[src/rtl/gca_pkg.sv]
// Shared definitions for the Gray-conversion arbiter: default sizes, the
// output register state type and the binary-to-Gray helper.
package gca_pkg;

  localparam int W_DEF     = 4;
  localparam int NREQ_DEF  = 4;
  localparam int GRAY_MAXW = 64;

  typedef enum logic {
    ST_EMPTY = 1'b0,
    ST_FULL  = 1'b1
  } gca_state_t;

  // Width-agnostic: callers zero-extend into GRAY_MAXW and truncate the result,
  // so the top Gray bit is always bin[W-1] ^ 0.
  function automatic logic [GRAY_MAXW-1:0] bin2gray(input logic [GRAY_MAXW-1:0] b);
    return b ^ (b >> 1);
  endfunction

endpackage

[src/rtl/gca_rr_pick.sv]
// Combinational rotate-priority picker: first set request at or above ptr,
// wrapping modulo NREQ, found by masking a doubled request vector.
module gca_rr_pick #(
  parameter int NREQ = 4,
  parameter int IDW  = 2
) (
  input  logic [NREQ-1:0] req,
  input  logic [IDW-1:0]  ptr,
  output logic [NREQ-1:0] grant,
  output logic [IDW-1:0]  idx,
  output logic            any
);

  logic [2*NREQ-1:0] dbl;
  logic [2*NREQ-1:0] masked;

  always_comb begin
    dbl    = {req, req};
    masked = '0;
    idx    = '0;
    any    = 1'b0;
    grant  = '0;
    // Upper copy supplies the wrapped-around requests below ptr.
    for (int i = 0; i < 2*NREQ; i++) begin
      masked[i] = dbl[i] && (i >= int'(ptr));
    end
    for (int i = 0; i < 2*NREQ; i++) begin
      if (masked[i] && !any) begin
        any = 1'b1;
        idx = (i >= NREQ) ? IDW'(i - NREQ) : IDW'(i);
      end
    end
    if (any) grant = NREQ'(1) << idx;
  end

endmodule

[src/rtl/gray_conv_arbiter.sv]
// Round-robin arbiter sharing one registered binary-to-Gray stage between
// NREQ valid/ready requesters; each result is tagged with the winner's index.
module gray_conv_arbiter
  import gca_pkg::*;
#(
  parameter int W    = W_DEF,
  parameter int NREQ = NREQ_DEF,
  parameter int IDW  = $clog2(NREQ)
) (
  input  logic              clk,
  input  logic              rst,
  input  logic [NREQ-1:0]   req_valid,
  input  logic [NREQ*W-1:0] req_bin,
  output logic [NREQ-1:0]   req_ready,
  output logic              out_valid,
  output logic [W-1:0]      out_gray,
  output logic [IDW-1:0]    out_id,
  input  logic              out_ready,
  output logic              busy
);

  gca_state_t      state, state_nxt;
  logic [IDW-1:0]  rr_ptr;
  logic [IDW-1:0]  gnt_idx;
  logic [NREQ-1:0] gnt;
  logic            gnt_any;
  logic            can_load;
  logic            xfer;
  logic [W-1:0]    sel_bin;
  logic [W-1:0]    gray_p0;

  gca_rr_pick #(
    .NREQ (NREQ),
    .IDW  (IDW)
  ) u_pick (
    .req   (req_valid),
    .ptr   (rr_ptr),
    .grant (gnt),
    .idx   (gnt_idx),
    .any   (gnt_any)
  );

  assign out_valid = (state == ST_FULL);
  assign can_load  = !out_valid || out_ready;
  assign xfer      = can_load && gnt_any;
  assign req_ready = can_load ? gnt : '0;
  assign busy      = out_valid || (|req_valid);

  // Stage p0: select the winner's operand and convert combinationally
  assign sel_bin = req_bin[int'(gnt_idx)*W +: W];
  assign gray_p0 = W'(bin2gray(GRAY_MAXW'(sel_bin)));

  always_comb begin
    state_nxt = state;
    case (state)
      ST_EMPTY: if (xfer) state_nxt = ST_FULL;
      ST_FULL: begin
        if (xfer)           state_nxt = ST_FULL;
        else if (out_ready) state_nxt = ST_EMPTY;
      end
      default:  state_nxt = ST_EMPTY;
    endcase
  end

  // Stage p0 -> output register: loaded only on a requester transfer
  always_ff @(posedge clk or posedge rst) begin
    if (rst) begin
      state    <= ST_EMPTY;
      rr_ptr   <= '0;
      out_gray <= '0;
      out_id   <= '0;
    end else begin
      state <= state_nxt;
      if (xfer) begin
        out_gray <= gray_p0;
        out_id   <= gnt_idx;
        rr_ptr   <= (gnt_idx == IDW'(NREQ-1)) ? '0 : gnt_idx + IDW'(1);
      end
    end
  end

endmodule

[config.mk]
export PLATFORM = sky130hd
export DESIGN_NAME = gray_conv_arbiter
export DESIGN_NICKNAME = d
export VERILOG_FILES = /design/src/rtl/gca_pkg.sv /design/src/rtl/gca_rr_pick.sv /design/src/rtl/gray_conv_arbiter.sv
export SDC_FILE = /design/constraint.sdc
export NUM_CORES = 1
export LEC_CHECK = 0
export BUFFER_PORTS_ARGS = -buffer_cell sky130_fd_sc_hd__buf_2
export CELL_PAD_IN_SITES_DETAIL_PLACEMENT = 0
export CELL_PAD_IN_SITES_GLOBAL_PLACEMENT = 2
export CORE_MARGIN = 2
export CORE_UTILIZATION = 25
export CTS_CLUSTER_DIAMETER = 100
export CTS_CLUSTER_SIZE = 12
export DETAILED_ROUTE_END_ITERATION = 8
export PLACE_DENSITY = 0.88
export REMOVE_ABC_BUFFERS = 1
export SKIP_CTS_REPAIR_TIMING = 1
export SYNTH_ARGS = -nofsm -noshare
export SYNTH_HDL_FRONTEND = slang
export SYNTH_SLANG_ARGS = --single-unit
[constraint.sdc]
create_clock -name clk -period 4.8 [get_ports clk]
set_input_delay 0.48 -clock clk [delete_from_list [all_inputs] [get_ports clk]]
set_output_delay 0.48 -clock clk [all_outputs]
set_load 0.02 [all_outputs]
=== Word level (Yosys, flattened, before mapping) ===
Cells that the tools add are included.

* Bits in registers: 9
* Input port bits: 23
* Output and inout bits: 12
* Logic and storage cells: 57

* Add/subtract/negate cells: 1
* Magnitude comparators: 3
* Eq/ne operators: 1
* Shifts and indexed selects: 2
* Muxes and demuxes: 22
* Bitwise gates (word level): 2
* Reduce and logical (&&, ||, !) cells: 22

{| class="wikitable"
|+ Operator list
! kind !! number
|-
| 16-bit by 5-bit variable part select with 4-bit output || 1
|-
| 2-bit two-way mux || 7
|-
| 1-bit two-way mux || 12
|-
| 1-bit logical AND || 11
|-
| 1-bit zero test || 8
|-
| 4-bit two-way mux || 2
|-
| 1-bit by 2-bit >= comparator with 1-bit output (first input constant) || 2
|-
| 4-bit OR reduction || 1
|-
| 1-bit by 2-bit << shifter with 4-bit output (first input constant) || 1
|-
| 4-bit by 3-bit XOR with 4-bit output || 1
|-
| 2-bit by 1-bit adder with 2-bit output (second input constant) || 1
|-
| 2-bit equality test (second input constant) || 1
|-
| 2-bit >= comparator (first input constant) || 1
|-
| 1-bit logical OR || 2
|-
| 1-bit case mux with 2 select lines || 1
|-
| 1-bit inverter || 1
|}

=== Longest topological paths before layout ===
Gate-level depths: netlist (run 1).

* Depth in word-level cells: 27
* Depth in mapped cells: 8
* Depth with buffers taken out: 7

=== Hierarchy ===
Synthesis (run 1) repeated with hierarchy kept, for this count alone.

* Cells, all modules: 79
* Area, all modules: 797.0 µm²

{| class="wikitable"
|+ Modules (own cells, without submodules)
! module !! times used !! cells each !! area an instance (µm²) !! seq. area each (µm²)
|-
| gray_conv_arbiter || 1 || 47 || 595.6 || 225.2
|-
| gca_rr_pick || 1 || 32 || 201.4 || 0.0
|}

=== Worst setup path after synthesis (run 1) ===
OpenSTA, ideal clock, no wires.

* Kind: input -> output
* Start point: in req_valid[2]
* End point: out req_ready[0]
* Arrival: 1.629 ns
* Data required time: 4.320 ns
* Setup slack: 2.691 ns
* Stages: 7
* Buffers on the path: 1
* Cells stage by stage: nor2b_4 o21a_1 nor3_4 buf_6 inv_1 ha_1 and2_1

* Word-level cells in the longest chain between the ends: 21
* Elaborated cells between the ends (all ways): 27
* Those cells by class: 1 x shift; 14 x mux; 12 x reduce/logical

{| class="wikitable"
|+ RTL lines
! item !! line !! source
|-
| start: declaration || gray_conv_arbiter.sv:12 || <nowiki>input logic [NREQ-1:0] req_valid,</nowiki>
|-
| 1-bit logical AND || gca_rr_pick.sv:25 || <nowiki>masked[i] = dbl[i] && (i >= int'(ptr));</nowiki>
|-
| 1-bit logical AND || gca_rr_pick.sv:28 || <nowiki>if (masked[i] && !any) begin</nowiki>
|-
| 1-bit two-way mux || gca_rr_pick.sv:28 ||
|-
| 1-bit zero test || gca_rr_pick.sv:28 ||
|-
| 1-bit logical AND || gca_rr_pick.sv:28 ||
|-
| 1-bit two-way mux || gca_rr_pick.sv:28 ||
|-
| 1-bit zero test || gca_rr_pick.sv:28 ||
|-
| 1-bit logical AND || gca_rr_pick.sv:28 ||
|-
| [... 6 more ...] || - ||
|-
| 1-bit two-way mux || gca_rr_pick.sv:28 ||
|-
| 1-bit zero test || gca_rr_pick.sv:28 ||
|-
| 1-bit logical AND || gca_rr_pick.sv:28 ||
|-
| 2-bit two-way mux (*) || gca_rr_pick.sv:28 ||
|-
| named net gnt_idx[0] || gray_conv_arbiter.sv:24 || <nowiki>logic [IDW-1:0] gnt_idx;</nowiki>
|-
| 1-bit by 2-bit << shifter with 4-bit output (*) || gca_rr_pick.sv:33 || <nowiki>if (any) grant = NREQ'(1) << idx;</nowiki>
|-
| 4-bit two-way mux (*) || gca_rr_pick.sv:33 ||
|-
| 4-bit two-way mux (*) || gray_conv_arbiter.sv:46 || <nowiki>assign req_ready = can_load ? gnt : '0;</nowiki>
|-
| end: declaration || gray_conv_arbiter.sv:14 || <nowiki>output logic [NREQ-1:0] req_ready,</nowiki>
|}

The timed path passes the listed nets; every way through them passes the cells marked *.

=== Worst setup path in the final report (run 1) ===
* Start point: in req_valid[2]
* End point: out req_ready[0]

* Word-level cells in the longest chain between the ends: 21
* Elaborated cells between the ends (all ways): 27
* Those cells by class: 1 x shift; 14 x mux; 12 x reduce/logical

{| class="wikitable"
|+ RTL lines
! item !! line
|-
| 1-bit logical AND || gca_rr_pick.sv:25
|-
| 1-bit logical AND || gca_rr_pick.sv:28
|-
| 1-bit two-way mux || gca_rr_pick.sv:28
|-
| 1-bit zero test || gca_rr_pick.sv:28
|-
| 1-bit logical AND || gca_rr_pick.sv:28
|-
| 1-bit two-way mux || gca_rr_pick.sv:28
|-
| 1-bit zero test || gca_rr_pick.sv:28
|-
| 1-bit logical AND || gca_rr_pick.sv:28
|-
| [... 5 more ...] || -
|-
| 1-bit logical AND || gca_rr_pick.sv:28
|-
| 1-bit two-way mux || gca_rr_pick.sv:28
|-
| 1-bit zero test || gca_rr_pick.sv:28
|-
| 1-bit logical AND || gca_rr_pick.sv:28
|-
| 2-bit two-way mux || gca_rr_pick.sv:28
|-
| 1-bit by 2-bit << shifter with 4-bit output || gca_rr_pick.sv:33
|-
| 4-bit two-way mux (*) || gca_rr_pick.sv:33
|-
| 4-bit two-way mux (*) || gray_conv_arbiter.sv:46
|}

Mark *: on every way between the ends. The rest lies on a longest branch, timed or not.

==> results of run 1 <==
synth_stat cells, types with 2 or more instances:
cell,number,area share
mux2i_1,10,0.15
dfrtp_1,9,0.33
a21oi_1,7,0.051
inv_1,5,0.028
mux2_2,5,0.083
nor2_1,5,0.028
and2_1,4,0.037
ha_1,4,0.074
nand2b_1,2,0.018
nor2b_1,2,0.018
xnor2_1,2,0.026
flip-flops by register name (all words and copies together), names as in the netlist:
name,cells
out_gray,4
out_id,2
out_valid,1
rr_ptr,2
routing by layer:
metal | up-vias | GRT usage | wire, µm
met5 | - | 0 | 0
met4 | 0 | 0.03061 | 14
met3 | 4 | 0.03953 | 118
met2 | 23 | 0.1361 | 617
met1 | 268 | 0.1144 | 549
li1 | 305 | - | -
through the flow:
stage / utilization / hold WS, ns
floorplan: - / 0.3079
global placement: 0.3492 / 0.4503
detailed placement: 0.3492 / 0.4555
CTS: 0.3596 / 0.1798
global route: 0.3596 / 0.1895
finish: 0.3596 / 0.1774
final cells by class:
type | count | area [µm²] | area share
clock buffers | 4 | 26.28 | 0.02897
inverters | 6 | 25.02 | 0.02759
multi-input cells | 50 | 415.4 | 0.4579
flip-flops and latches | 9 | 225.2 | 0.2483
well taps | 30 | 37.54 | 0.04138
repair buffers | 35 | 177.7 | 0.1959
worst paths after layout:
check	from	depth (start not counted)	endpoint
worst max-delay path	req_valid[2]	8	req_ready[0]
worst min-delay path	rst	2	out_gray[3]
worst max register to register	rr_ptr[0]	7	out_gray[0]
worst min register to register	out_id[0]	1	out_id[0]
max in group asynchronous	rst	2	rr_ptr[1]
min in group clk	out_ready	2	out_valid
worst register-to-register path: cells and delay by family (launching register included):
family,cells,cell delay (ns)
compound gates,2,0.35
mux,2,0.46
flops,1,0.40
xor+xnor,1,0.15
simple gates,2,0.62
power breakdown:
group	switching, mW	internal [mW]	total [mW]
registers	0.0213	0.107	0.128
logic	0.127	0.108	0.235
clock network	0.0241	0.0319	0.0560
total	0.172	0.247	0.419
cells by family after synthesis:
| logic type | share of synthesized area |
|---|---|
| flip-flops | 0.3309 |
| multiplexers | 0.2518 |
| AND/OR/NAND/NOR | 0.1599 |
| buffers and inverters | 0.05883 |
| adder cells (fa/ha/maj) | 0.07353 |
| XOR/XNOR | 0.03861 |
| AO/OA/AOI/OAI | 0.08639 |
==> impl_metrics.tcl, run 1 <==
set metrics [dict create \
    clk_latency_ns 0.25 \
    core_mm2 0.002522 \
    finalSetupTns_ns 0 \
    start_kind "input pin" \
    cp_max_fo 13 \
    ys_warn_count 0 \
    grt.overflow.total 0 \
    arrival_ns 2.12 \
    num_rows 18 \
    grt_max_degree 17 \
    n_antenna_cell 0 \
    critPathBufInv 3 \
    cp.required_ns 4.32 \
    final_common_cell "buf_2" \
    timing.final.max_slew_violations 0 \
    io_pins 35 \
    hold_viol_final 0 \
    crit_family "simple AND/OR/NAND/NOR gates" \
    clockBufferDepth 2 \
    synth-async-reset-ratio 1.000 \
    clk_root_buffer_cell "clkbuf_4" \
    syn-instance-count 67 \
    clk_pin_slew_ns 0.06 \
    syn_area_um2 680.7 \
    drtAntennaViolNets 0 \
    synth_edf_count 0 \
    synth-main-ff-cell "dfrtp_1" \
    tightestPinTransition_ns 0.6521 \
    cpPeakStageDelay_ns 0.56 \
    p_leak_nw 0.4731 \
    place_ws_ns 2.156 \
    synth.yosys.seq_area_share 0.3309 \
    dp_hpwl_um 1100 \
    fin_total_pwr_uw 419.2 \
    drt_iter0_drc 5 \
    ir_drop_v 0.0003236 \
    min_path_type "input pin to asynchronous set/reset pin" \
    cts_sinks 9 \
    fin_cells 134 \
    start_util 0.2698 \
    cts_max_level 1 \
    gr-usage-all-layers 0.09025 \
    drc 0 \
    antenna_found_initial 0 \
    final.min_clock_period_ns 2.605 \
    tritoncts "yes" \
    fillers 276 \
    rsz0062_at_grt "false" \
    ys_types 23 \
    synth-seq-cells 9 \
    grt_pass1_wl_um 2297 \
    first_pass_iters 4 \
    setup_ws_ns 2.195 \
    layout.nets 132 \
    drive_gt1_frac 0.4615 \
    die_height_um 56.18 \
    fmax_ghz 0.3839 \
    area_growth_syn_to_layout_pct 33.27 \
    postSynthAreaPerCell_um2 10.16 \
    crit_slowest_cell "nor3_4" \
    place_inst 130 \
    fin_worst_skew_ns 0.001237 \
    post_drt_wl_per_cell_um 9.701 \
    gp_congestion 0.6889 \
    routed-via-count 600 \
    power_density_mw_per_mm2 462.1 \
    cap_violations 0 \
    vias_per_cell 4.478 \
    fin_crit_sh 0.5427 \
    die_w_um 56.18 \
    cts_buffers 3 \
    crit_path_frequent_cell "buf_2" \
    finalSetupViolations 0 \
    crit_type "input pin to output pin" \
    portBuffers 34 \
    dieArea_mm2 0.003156 \
    end_kind "output pin" \
    path_cells "buf_2 > nor2b_4 > o21a_1 > nor3_4 > inv_1 > ha_1 > and2_1 > buf_2" \
    grt_pass1_vias 562 \
    routed_wl_um 1300 \
    placed_cell_area_um2 880.8 \
    final_cell_mix "buf_2, mux2i_1, dfrtp_1, a21oi_1" \
    r2r_slack_ns 2.75 \
    worst_slew_margin_rel 0.5639 \
    status "complete, no violations" \
    final_area_um2 907.1 \
]
(Power assumes the default switching activity.)
==> run 2, diff against run 1 <==
- ABC_AREA: unset -> 1
- CORE_UTILIZATION: 25 -> 22
- PLACE_DENSITY: 0.88 -> 0.85
- clock period: 4.8 -> 2.18 ns (I/O delays scaled with it)
==> impl_metrics.tcl, run 2 <==
set metrics [dict create \
    arrival_ns 1.77 \
    fin_total_pwr_mw 1.265 \
    start_util 0.2319 \
    vias_per_cell 4.214 \
    fin_crit_sh 0.9126 \
    drive_gt1_frac 0.3161 \
    netlist_top_cells_area "dfrtp_1, nand2_1, nand3_1" \
    p_seq_frac 0.208 \
    start_kind "register" \
    synth_top_cell_by_area "dfrtp_1" \
    power_density_mw_per_mm2 1005 \
    grt.overflow.total 0 \
    synth_common_cells "nand2_1, nand3_1, inv_1" \
    synth_edf_count 0 \
    synth-seq-cells 9 \
    portBuffers 34 \
    drtAntennaViolNets 0 \
    finalSetupTns_ns 0 \
    crit_type "register to output pin" \
    dieArea_mm2 0.004816 \
    routed_wl_um 2484 \
    final_common_cell "nand2_1" \
    grt_pass1_vias 967 \
    rr_worst_depth 14 \
    path_cells "inv_1 > nand2_1 > nand2_2 > nand2_4 > nand3_2 > nor3_2 > nor2_4 > inv_2 > nor2_1 > buf_2" \
    timing.final.max_slew_violations 0 \
    p_leak_nw 0.7149 \
    status "complete, no violations" \
    top_register "out_gray" \
    drt_iter0_drc 54 \
    cpPeakStageDelay_ns 0.35 \
    clk_root_buffer_cell "clkbuf_8" \
    synth.yosys.seq_area_share 0.2394 \
    synth_top_area_frac 0.2394 \
    fmax_ghz 0.5027 \
    cts_sinks 9 \
    fin_worst_skew_ns 0.002172 \
    p_switching_uw 602.1 \
    grt_pass1_wl_um 4202 \
    ys_types 23 \
    largest_register_ff_count 4 \
    clk_pin_slew_ns 0.04 \
    synth-async-reset-ratio 1.000 \
    r2r_slack_ns 0.40 \
    core_mm2 0.004058 \
    hold_viol_final 0 \
    finalSetupViolations 0 \
    post_drt_wl_per_cell_um 10.22 \
    worst_slew_margin_rel 0.7808 \
    routed-via-count 1024 \
    syn-instance-count 149 \
    clockBufferDepth 2 \
    rsz0062_at_grt "false" \
    ys_warn_count 0 \
    gp_congestion 0.8177 \
    num_rows 23 \
    final.min_clock_period_ns 1.989 \
    holdPathStages 2 \
    cp.required_ns 1.96 \
    final_cell_mix "nand2_1, buf_2, nand3_1, inv_1" \
    cp_max_fo 13 \
    end_kind "output pin" \
    tritoncts "yes" \
    cts_buffers 3 \
    grt_max_degree 16 \
    antenna_found_initial 0 \
    cts_max_level 1 \
    drc 0 \
    postSynthAreaPerCell_um2 6.315 \
    dp_hpwl_um 2006 \
    gr-usage-all-layers 0.1046 \
    p_clk_frac 0.149 \
    die_height_um 69.40 \
    switching_share 0.4759 \
    ir_drop_v 0.0002209 \
    cap_violations 0 \
    layout.nets 221 \
    first_pass_iters 4 \
    final_util 0.3102 \
    crit_slowest_cell "dfrtp_1" \
    die_w_um 69.40 \
    synth-main-ff-cell "dfrtp_1" \
    p_int_uw 663.1 \
    largestRegisters "out_gray (4), out_id (2), rr_ptr (2)" \
    clk_latency_ns 0.23 \
    area_growth_syn_to_layout_pct 33.78 \
    p_comb_frac 0.643 \
    io_pins 35 \
    min_path_type "input pin to register" \
    tightestPinTransition_ns 0.3284 \
    n_antenna_cell 0 \
    synth_most_common_cell "nand2_1" \
    syn_area_um2 940.9 \
]
run 2: changes by cell type in the layout (fill, tap and decap cells not counted), sizes merged, moves of 3 or more:
cell,change
nand2,+52
nand3,+33
inv,+17
mux2i,-10
buf,+8
a21oi,-6
mux2,-6
nor2,+5
o21ai,+5
and2,-4
nor2b,-3
run 2: layer usage:
metal | part of all wire | vias to the layer above | global-route usage
met4 | 0.0048 | 0 | 0.03268
li1 | - | 559 | -
met2 | 0.44 | 21 | 0.1667
met3 | 0.043 | 2 | 0.01744
met1 | 0.51 | 442 | 0.1435
met5 | 0 | - | 0
run 2: final timing paths:
kind / start / end
hold reg to reg: out_gray[3] / out_gray[3]
max in group asynchronous: rst / rr_ptr[1]
min in group asynchronous: rst / out_gray[0]
setup / recovery: rr_ptr[0] / req_ready[2]
hold / removal: out_ready / out_valid
setup reg to reg: rr_ptr[1] / out_gray[2]
run 2: final cells by class:
class                      count  area (µm²)
fill                         466        2799
clock buffer                   4       45.04
timing repair buffer          44       247.7
tap                           50       62.56
inverter                      24       91.34
sequential                     9       225.2
multi-input combinational    112       586.8
run 2: power groups by stage:
stage	Sequential, mW	Clock [mW]	Combinational, mW
floorplan	0.324	0	0.474
global placement	0.264	0	0.782
detailed placement	0.265	0	0.785
CTS	0.263	0.196	0.784
global route	0.270	0.205	0.929
finish	0.264	0.189	0.813
run 2: worst max-delay path: cells and delay by family (launching register included):
family	cells	cell delay (ns)
flip-flops	1	0.35
AND/OR/NAND/NOR	7	0.79
buffers and inverters	3	0.40
run 2: cell families after synthesis:
family          synth area share
compound gates           0.05052
fa+ha+maj                0.05319
buf+inv                   0.1370
flops                     0.2394
simple gates              0.5200
run 2: metrics by stage:
stage | instances | area (µm²) | setup slack, ns | hold slack [ns]
2_1_floorplan | 145 | 903.4 | 0.4066 | 0.04592
3_3_place_gp | 233 | 1166 | 0.3661 | 0.1857
3_5_place_dp | 233 | 1166 | 0.3484 | 0.1992
4_1_cts | 237 | 1211 | 0.09388 | -0.04703
5_1_grt | 243 | 1259 | 0.01489 | 0.2056
6_report | 243 | 1259 | 0.1906 | 0.1909
